File: src/rtl/pc_fetch_pkg.sv
// pc_fetch_pkg
//   Shared definitions for the MonoCPU fetch unit.
//   XLEN : address / instruction width
//   INC  : sequential PC increment in bytes
//   fetch_state_e : fetch sequencer states
package pc_fetch_pkg;

    localparam int XLEN = 32;
    localparam int INC  = 4;

    typedef enum logic [1:0] {
        S_IDLE = 2'd0,
        S_REQ  = 2'd1,
        S_WAIT = 2'd2,
        S_OUT  = 2'd3
    } fetch_state_e;

endpackage

File: src/rtl/fetch_out_reg.sv
// fetch_out_reg
//   Holding register for the instruction handed to decode and its address.
//   Ports:
//     clk, rst_n        clock, async active-low reset (clears both words)
//     load              capture instr_d / pc_d
//     flush             clear both words (takes priority over load)
//     instr_d, pc_d     fetched word and the address it came from
//     instr_q, pc_q     registered copies presented to decode
module fetch_out_reg
    import pc_fetch_pkg::*;
(
    input  logic            clk,
    input  logic            rst_n,
    input  logic            load,
    input  logic            flush,
    input  logic [XLEN-1:0] instr_d,
    input  logic [XLEN-1:0] pc_d,
    output logic [XLEN-1:0] instr_q,
    output logic [XLEN-1:0] pc_q
);

    always_ff @(posedge clk or negedge rst_n) begin
        if (!rst_n) begin
            instr_q <= '0;
            pc_q    <= '0;
        end else if (flush) begin
            instr_q <= '0;
            pc_q    <= '0;
        end else if (load) begin
            instr_q <= instr_d;
            pc_q    <= pc_d;
        end
    end

endmodule

File: src/rtl/pc_fetch_unit.sv
// pc_fetch_unit
//   Program counter and instruction-fetch sequencer. Issues one instruction
//   memory request at a time, accepts branch redirects and hands fetched
//   words to decode with valid/ready.
//   Optional feature macro: PC_FETCH_MISALIGN_CHECK_EN
//     defined   : redirects to a non word-aligned target are ignored and
//                 misalign_o pulses for one cycle
//     undefined : target[1:0] is forced to 0, misalign_o stays 0
//   Ports:
//     clk, rst_n                        clock, async active-low reset
//     branch_taken_i, branch_target_i   redirect strobe and target address
//     pc_plus4_o                        pc + INC (sequential address)
//     imem_req_valid_o/_ready_i/_addr_o instruction memory request
//     imem_rsp_valid_i/_data_i          instruction memory response
//     instr_valid_o/_ready_i            handshake towards decode
//     instr_o, instr_pc_o               fetched word and its address
//     misalign_o                        rejected misaligned redirect pulse
//
//   state  | meaning
//   S_IDLE | first cycle after reset, no request yet
//   S_REQ  | request for pc presented to memory
//   S_WAIT | request accepted, waiting for the response
//   S_OUT  | fetched word presented to decode
module pc_fetch_unit
    import pc_fetch_pkg::*;
#(
    parameter logic [XLEN-1:0] RESET_PC = '0
) (
    input  logic            clk,
    input  logic            rst_n,
    input  logic            branch_taken_i,
    input  logic [XLEN-1:0] branch_target_i,
    output logic [XLEN-1:0] pc_plus4_o,
    output logic            imem_req_valid_o,
    input  logic            imem_req_ready_i,
    output logic [XLEN-1:0] imem_req_addr_o,
    input  logic            imem_rsp_valid_i,
    input  logic [XLEN-1:0] imem_rsp_data_i,
    output logic            instr_valid_o,
    input  logic            instr_ready_i,
    output logic [XLEN-1:0] instr_o,
    output logic [XLEN-1:0] instr_pc_o,
    output logic            misalign_o
);

    fetch_state_e    state_q, state_d;
    logic [XLEN-1:0] pc_q, pc_d;
    logic            kill_q, kill_d;
    logic            misalign_q, misalign_d;
    logic [XLEN-1:0] target;
    logic            redirect;
    logic            out_load, out_flush;

`ifdef PC_FETCH_MISALIGN_CHECK_EN
    assign target     = branch_target_i;
    assign redirect   = branch_taken_i && (state_q != S_IDLE) &&
                        (branch_target_i[1:0] == 2'b00);
    assign misalign_d = branch_taken_i && (state_q != S_IDLE) &&
                        (branch_target_i[1:0] != 2'b00);
`else
    assign target     = {branch_target_i[XLEN-1:2], 2'b00};
    assign redirect   = branch_taken_i && (state_q != S_IDLE);
    assign misalign_d = 1'b0;
`endif

    always_comb begin
        state_d   = state_q;
        pc_d      = pc_q;
        kill_d    = kill_q;
        out_load  = 1'b0;
        out_flush = 1'b0;
        case (state_q)
            S_IDLE: state_d = S_REQ;
            S_REQ: begin
                // A redirect in the acceptance cycle still lets the old-pc
                // request go out; its response must then be discarded.
                if (imem_req_ready_i) begin
                    state_d = S_WAIT;
                    kill_d  = redirect;
                end
            end
            S_WAIT: begin
                if (imem_rsp_valid_i) begin
                    if (kill_q || redirect) begin
                        state_d = S_REQ;
                        kill_d  = 1'b0;
                    end else begin
                        state_d  = S_OUT;
                        out_load = 1'b1;
                    end
                end else if (redirect) begin
                    kill_d = 1'b1;
                end
            end
            S_OUT: begin
                if (redirect) begin
                    state_d   = S_REQ;
                    out_flush = 1'b1;
                end else if (instr_ready_i) begin
                    state_d = S_REQ;
                    pc_d    = pc_q + XLEN'(INC);
                end
            end
            default: state_d = S_IDLE;
        endcase
        if (redirect) begin
            pc_d = target;
        end
    end

    always_ff @(posedge clk or negedge rst_n) begin
        if (!rst_n) begin
            state_q    <= S_IDLE;
            pc_q       <= RESET_PC;
            kill_q     <= 1'b0;
            misalign_q <= 1'b0;
        end else begin
            state_q    <= state_d;
            pc_q       <= pc_d;
            kill_q     <= kill_d;
            misalign_q <= misalign_d;
        end
    end

    fetch_out_reg u_out_reg (
        .clk     (clk),
        .rst_n   (rst_n),
        .load    (out_load),
        .flush   (out_flush),
        .instr_d (imem_rsp_data_i),
        .pc_d    (pc_q),
        .instr_q (instr_o),
        .pc_q    (instr_pc_o)
    );

    assign pc_plus4_o       = pc_q + XLEN'(INC);
    assign imem_req_valid_o = (state_q == S_REQ);
    assign imem_req_addr_o  = pc_q;
    assign instr_valid_o    = (state_q == S_OUT);
    assign misalign_o       = misalign_q;

endmodule

File: config.mk
export PLATFORM = sky130hd
export DESIGN_NAME = pc_fetch_unit
export DESIGN_NICKNAME = d
export VERILOG_FILES = /design/src/rtl/pc_fetch_pkg.sv /design/src/rtl/fetch_out_reg.sv /design/src/rtl/pc_fetch_unit.sv
export SDC_FILE = /design/constraint.sdc
export NUM_CORES = 1
export LEC_CHECK = 0
export BUFFER_PORTS_ARGS = -buffer_cell sky130_fd_sc_hd__clkbuf_2
export CAP_MARGIN = 0
export CORE_MARGIN = 3
export CORE_UTILIZATION = 55
export CTS_BUF_LIST = sky130_fd_sc_hd__clkbuf_4
export CTS_CLUSTER_SIZE = 16
export DETAILED_ROUTE_END_ITERATION = 8
export PLACE_DENSITY = 0.89
export SKIP_CTS_REPAIR_TIMING = 1
export SYNTH_ARGS = -nofsm -noshare
export SYNTH_HDL_FRONTEND = slang
export SYNTH_HIERARCHICAL = 1
export SYNTH_SLANG_ARGS = --single-unit
File: constraint.sdc
create_clock -name clk -period 4.4 [get_ports clk]
set_input_delay 0.88 -clock clk [delete_from_list [all_inputs] [get_ports clk]]
set_output_delay 0.88 -clock clk [all_outputs]
set_load 0.005 [all_outputs]
==> results of run 1 <==
synth_stat cells (all sizes together), types with 6 or more instances:
cell	n	area (µm²)
dfrtp	97	2430
nor2	92	345
mux2i	64	641
nand2	36	135
buf	29	224
xnor2	26	228
a31oi	19	119
o21ai	18	90.1
xor2	15	131
clkbuf	14	53.8
nand3	14	75.1
nand4	13	103
or4	13	101
nor3	11	55.1
o31ai	11	82.6
nor4	8	50.1
ha	6	75.1
inv	6	22.5
or3	6	37.5
through the flow:
| step | hold WS [ps] | setup WS [ps] | utilization | area (µm²) |
|---|---|---|---|---|
| 3_3_place_gp | 501 | 1480 | 0.679 | 6070 |
| 4_1_cts | 505 | 819 | 0.696 | 6220 |
| 2_1_floorplan | 500 | 1680 | - | 5200 |
| 3_5_place_dp | 509 | 1310 | 0.679 | 6070 |
| 5_1_grt | 519 | 646 | 0.696 | 6220 |
| 6_report | 499 | 789 | 0.696 | 6220 |
final cells by class:
cell class / count / area, µm² / area share
Clock buffer: 10 / 75.1 / 0.0121
Inverter: 6 / 22.5 / 0.00362
Clock inverter: 6 / 71.3 / 0.0115
Multi-Input combinational cell: 381 / 2480 / 0.399
Tap cell: 108 / 135 / 0.0217
Sequential cell: 97 / 2430 / 0.390
Timing Repair Buffer: 198 / 1010 / 0.162
logic make-up (layout without fill, tap and decap cells):
logic type,Yosys count,in the layout,share of synthesized area
AO/OA/AOI/OAI,53,53,0.0646
XOR/XNOR,41,41,0.0694
adder cells (fa/ha/maj),6,6,0.0145
buffers and inverters,49,220,0.0580
flip-flops,97,97,0.469
multiplexers,64,64,0.124
other,1,7,0.000725
AND/OR/NAND/NOR,210,210,0.200
sequential cells by signal (all words and copies together), names as in the netlist:
signal             count
imem_req_addr_o       30
state_q                2
u_out_reg/pc_q        32
u_out_reg/instr_q     32
kill_q                 1
where the power goes:
group | switching [µW] | internal, µW
Clock | 313 | 186
Combinational | 904 | 822
Sequential | 519 | 1290
layer usage:
layer	vias to the layer above	GRT usage	routed length, µm
li1	2161	-	-
met3	24	0.0447	1060
met4	0	0.0777	240
met1	2184	0.344	5700
met2	237	0.440	6810
met5	-	0	0
path summary, 6_finish.rpt:
kind / endpoint / slack [ps] / depth (start not counted)
min: u_out_reg/pc_q[24] / 500 / 1
min reg2reg: u_out_reg/pc_q[26] / 540 / 2
max in group asynchronous: u_out_reg/pc_q[29] / 2870 / 2
min in group clk: u_out_reg/pc_q[26] / 540 / 2
max: pc_plus4_o[30] / 790 / 6
max reg2reg: u_out_reg/instr_q[1] / 1780 / 6
==> results.cfg, run 1 <==
[pwr]
p_leak_uw = 0.00291
pwr_density_cell_nw_per_um2 = 649
finalPower_uw = 4030
peakVddDrop_mv = 0.371

[global_routing]
antenna_found_initial = 0
grt_pass1_vias = 4523
grt_max_degree = 65
grt_overflow_total = 0
grt_pass1_wl_mm = 22.1
grt_use_total = 0.261

[sta]
rsz0062_at_grt = no
layout_min_cycle_time_ps = 3610
finClkSkew_ps = 27.5
fin_crit_sh = 0.821
setup_tns_ps = 0
relSlewSlack = 0.260
finalHoldViolCount = 0
setup_viol = 0
fmax_mhz = 277
tightest_slew_ps = 1110
slew_viol_final = 0

[detailed_routing]
routedWlPerCell_um = 17.1
ant_nets = 0
drc = 0
routed_wl_mm = 13.8
vias = 4606
via_per_inst = 5.71
drt_iter0_drc = 226
dr.pass1.iters = 5

[yosys]
yosysWarnings = 6
synthArstFlopShare = 1.00
netlist_area_um2 = 5170
syn_area_per_cell_um2 = 9.93
synth_edf_count = 0
synth-seq-cells = 97
synthFlopType = dfrtp_1
netlist-cell-type-count = 43
synthCells = 521
synth.yosys.seq_area_share = 0.469

[setup_path]
worst_path_max_delay_cell = nor4_1
worstSetupPathType = reg2out
critPathTopFamily = simple AND/OR/NAND/NOR gates
worstPathRequired_ps = 3520
endpoint_kind = output port
critPathArrivalTime_ps = 2730
timing.rr.start = state_q[0]
crit_chain = ha_1 -> nand3_2 -> nor4_1 -> nand4_1 -> xnor2_1 -> clkbuf_2
worstSetupStartpoint = imem_req_addr_o[2]
cp_slowest_stage_delay_ps = 680
worst-path-buf-inv = 1
startpoint_type = flip-flop
cp_max_fo = 9

[floorplan]
ioPinCount = 201
core-area_um2 = 8930
initial_core_util = 0.579
row_count = 34
dieArea_um2 = 10600
die_h_um = 103
die_w_um = 103

[clock_network]
h-tree-depth = 3
path_clk_slew_ps = 160
clock_latency_ps = 430
clockBufferDepth = 2
cts_tree = done
root_buffer = clkbuf_4
cts.sinks = 97
cts_buffers = 9

[min_path]
hold_class = in2async

[place]
hpwl_mm = 10.2
place_congestion = 0.916
placed_cells = 790
portBuffers = 193

[finish]
fin_cells = 806
area_delta_synth_final_pct = 20.1
nNetsFinal = 769
drive_gt1_frac = 0.319
layout_common_cells = 192 x clkbuf_2, 97 x dfrtp_1, 91 x nor2_1, 64 x mux2i_1, 36 x nand2_1
antennaDiodeCount = 0
nFillCells = 690
final_common_cell = clkbuf_2

[status]
run_status = finished clean

[job]
drv_cap = 0
(Power assumes the default switching activity.)
==> run 2: changes to the inputs <==
--- a/config.mk
+++ b/config.mk
@@ -5,14 +5,15 @@
 export SDC_FILE = /design/constraint.sdc
 export NUM_CORES = 1
 export LEC_CHECK = 0
+export ABC_AREA = 1
 export BUFFER_PORTS_ARGS = -buffer_cell sky130_fd_sc_hd__clkbuf_2
 export CAP_MARGIN = 0
 export CORE_MARGIN = 3
-export CORE_UTILIZATION = 55
+export CORE_UTILIZATION = 46
 export CTS_BUF_LIST = sky130_fd_sc_hd__clkbuf_4
 export CTS_CLUSTER_SIZE = 16
 export DETAILED_ROUTE_END_ITERATION = 8
-export PLACE_DENSITY = 0.89
+export PLACE_DENSITY = 0.79
 export SKIP_CTS_REPAIR_TIMING = 1
 export SYNTH_ARGS = -nofsm -noshare
 export SYNTH_HDL_FRONTEND = slang
==> constraint.sdc (replaced) <==
create_clock -name clk -period 3.3 [get_ports clk]
set_input_delay 0.66 -clock clk [delete_from_list [all_inputs] [get_ports clk]]
set_output_delay 0.66 -clock clk [all_outputs]
set_load 0.005 [all_outputs]
==> results.cfg, run 2 <==
[clock_network]
path_clk_slew_ps = 160
clock_latency_ps = 440
clockBufferDepth = 2
cts.sinks = 97
root_buffer = clkbuf_4
h-tree-depth = 3
cts_tree = done
cts_buffers = 9

[status]
run_status = finished clean

[finish]
layout_common_cells = 301 x nand2_1, 192 x clkbuf_2, 97 x dfrtp_1, 90 x nand3_1, 68 x inv_1
nNetsFinal = 960
fin_util = 0.581
final_common_cell = nand2_1
antennaDiodeCount = 0
area_delta_synth_final_pct = 22.8
drive_gt1_frac = 0.261
nFillCells = 1048

[place]
hpwl_mm = 10.4
portBuffers = 193
place_congestion = 0.854

[floorplan]
initial_core_util = 0.473
die_w_um = 112
dieArea_um2 = 12600
core-area_um2 = 10900
ioPinCount = 201
row_count = 38
die_h_um = 112

[min_path]
hold_class = in2async

[yosys]
synth_top_family_by_area = simple AND/OR/NAND/NOR gates
synth_edf_count = 0
synth_largest_area_cell = dfrtp_1
synth.yosys.seq_area_share = 0.469
synth_simple_gate_area_share = 0.362
synthArstFlopShare = 1.00
synthTopCellsByCount = 301 x nand2_1, 97 x dfrtp_1, 90 x nand3_1, 69 x inv_1, 34 x nor2_1
yosysTopAreaCellShare = 0.469
netlist-cell-type-count = 31
post-synth-top-count-cell = nand2_1
syn_area_per_cell_um2 = 7.40
synth.area.mux_share = 0
synth-xor-area-share = 0.0196
synth.area.top_cells = dfrtp_1 47%, nand2_1 22%, nand3_1 8.7%, inv_1 5.0%, o21ai_0 2.5%
synth_compound_area_frac = 0.0457
synthAdderAreaFrac = 0.0145
synthFlopType = dfrtp_1
synthCells = 700
synth-seq-cells = 97
netlist_area_um2 = 5180
yosysWarnings = 6

[sta]
finClkSkew_ps = 20.5
tightest_slew_ps = 1040
fmax_mhz = 361
setup_tns_ps = 0
fin_crit_sh = 0.840
relSlewSlack = 0.305
finalHoldViolCount = 0
hold_slack_ps = 346
layout_min_cycle_time_ps = 2770
slew_viol_final = 0
rsz0062_at_grt = no
setup_viol = 0

[detailed_routing]
drt_iter0_drc = 368
via_per_inst = 4.82
ant_nets = 0
drc = 0
routedWlPerCell_um = 13.8
routed_wl_mm = 14.2
dr.pass1.iters = 5
vias = 4957

[setup_path]
endpoint_kind = output port
startpoint_type = flip-flop
cp_max_fo = 6
worstSetupPathType = reg2out
cp_slowest_stage_delay_ps = 490
critPathArrivalTime_ps = 2110
crit_chain = ha_1 -> nand2_1 -> nor2_2 -> nand2_2 -> nor2_4 -> nand3_1 -> and2_1 -> clkbuf_2
worstPathRequired_ps = 2640
worst_path_max_delay_cell = dfrtp_1

[pwr]
p_leak_uw = 0.00377
pwr_density_cell_nw_per_um2 = 848
finalPower_uw = 5390
peakVddDrop_mv = 0.464

[global_routing]
grt_overflow_total = 0
antenna_found_initial = 0
grt_max_degree = 78
grt_pass1_wl_mm = 23.4
grt_pass1_vias = 4738
grt_use_total = 0.228

[job]
drv_cap = 0
-- run 2: layout make-up --
cell class | count | area [µm²] | area share
clock buffer | 9 | 67.6 | 0.0106
clock inverter | 7 | 92.6 | 0.0146
inverter | 71 | 267 | 0.0419
multi-input combinational | 506 | 2310 | 0.364
sequential | 97 | 2430 | 0.382
tap | 140 | 175 | 0.0276
timing repair buffer | 199 | 1010 | 0.159
-- run 2: final timing paths --
check / start / to / slack [ps] / cells after the start
max in group asynchronous: rst_n / u_out_reg/pc_q[0] / 2180 / 2
setup reg to reg: state_q[1] / u_out_reg/instr_q[13] / 930 / 9
setup / recovery: imem_req_addr_o[2] / pc_plus4_o[22] / 530 / 8
hold / removal: rst_n / u_out_reg/instr_q[6] / 350 / 1
hold reg to reg: u_out_reg/pc_q[30] / u_out_reg/pc_q[30] / 490 / 2
min in group clk: imem_rsp_data_i[22] / u_out_reg/instr_q[22] / 430 / 3
-- run 2: cells by family (layout without fill, tap and decap cells) --
| kind of cell | after synthesis | in the layout |
|---|---|---|
| xor+xnor | 9 | 9 |
| compound gates | 41 | 41 |
| fa+ha+maj | 6 | 6 |
| buf+inv | 103 | 286 |
| flops | 97 | 97 |
| simple gates | 443 | 443 |
| other cells | 1 | 7 |
-- run 2: where the power goes --
group	switching, µW	internal [µW]
sequential	576	1730
clock	402	307
combinational	1360	1010
total	2340	3050
-- run 2: metal layers --
layer | track usage | wire [µm] | vias to the layer above
li1 | - | - | 2524
met1 | 0.317 | 6350 | 2228
met2 | 0.372 | 6660 | 193
met3 | 0.0340 | 971 | 12
met4 | 0.0657 | 176 | 0
met5 | 0 | 0 | -
-- run 2: critical path, delay by kind of cell (launching register included) --
kind / cells / cell delay [ps]
adders and majority gates: 1 / 240
buffers and inverters: 1 / 100
DFF: 1 / 490
and+or+nand+nor: 6 / 830
-- run 2: through the flow --
| stage | instance area, µm² | cells | setup WS [ps] |
|---|---|---|---|
| 2_1_floorplan | 5200 | 706 | 1310 |
| 3_3_place_gp | 6200 | 1013 | 968 |
| 3_5_place_dp | 6200 | 1013 | 929 |
| 4_1_cts | 6360 | 1029 | 508 |
| 5_1_grt | 6360 | 1029 | 313 |
| 6_report | 6360 | 1029 | 528 |
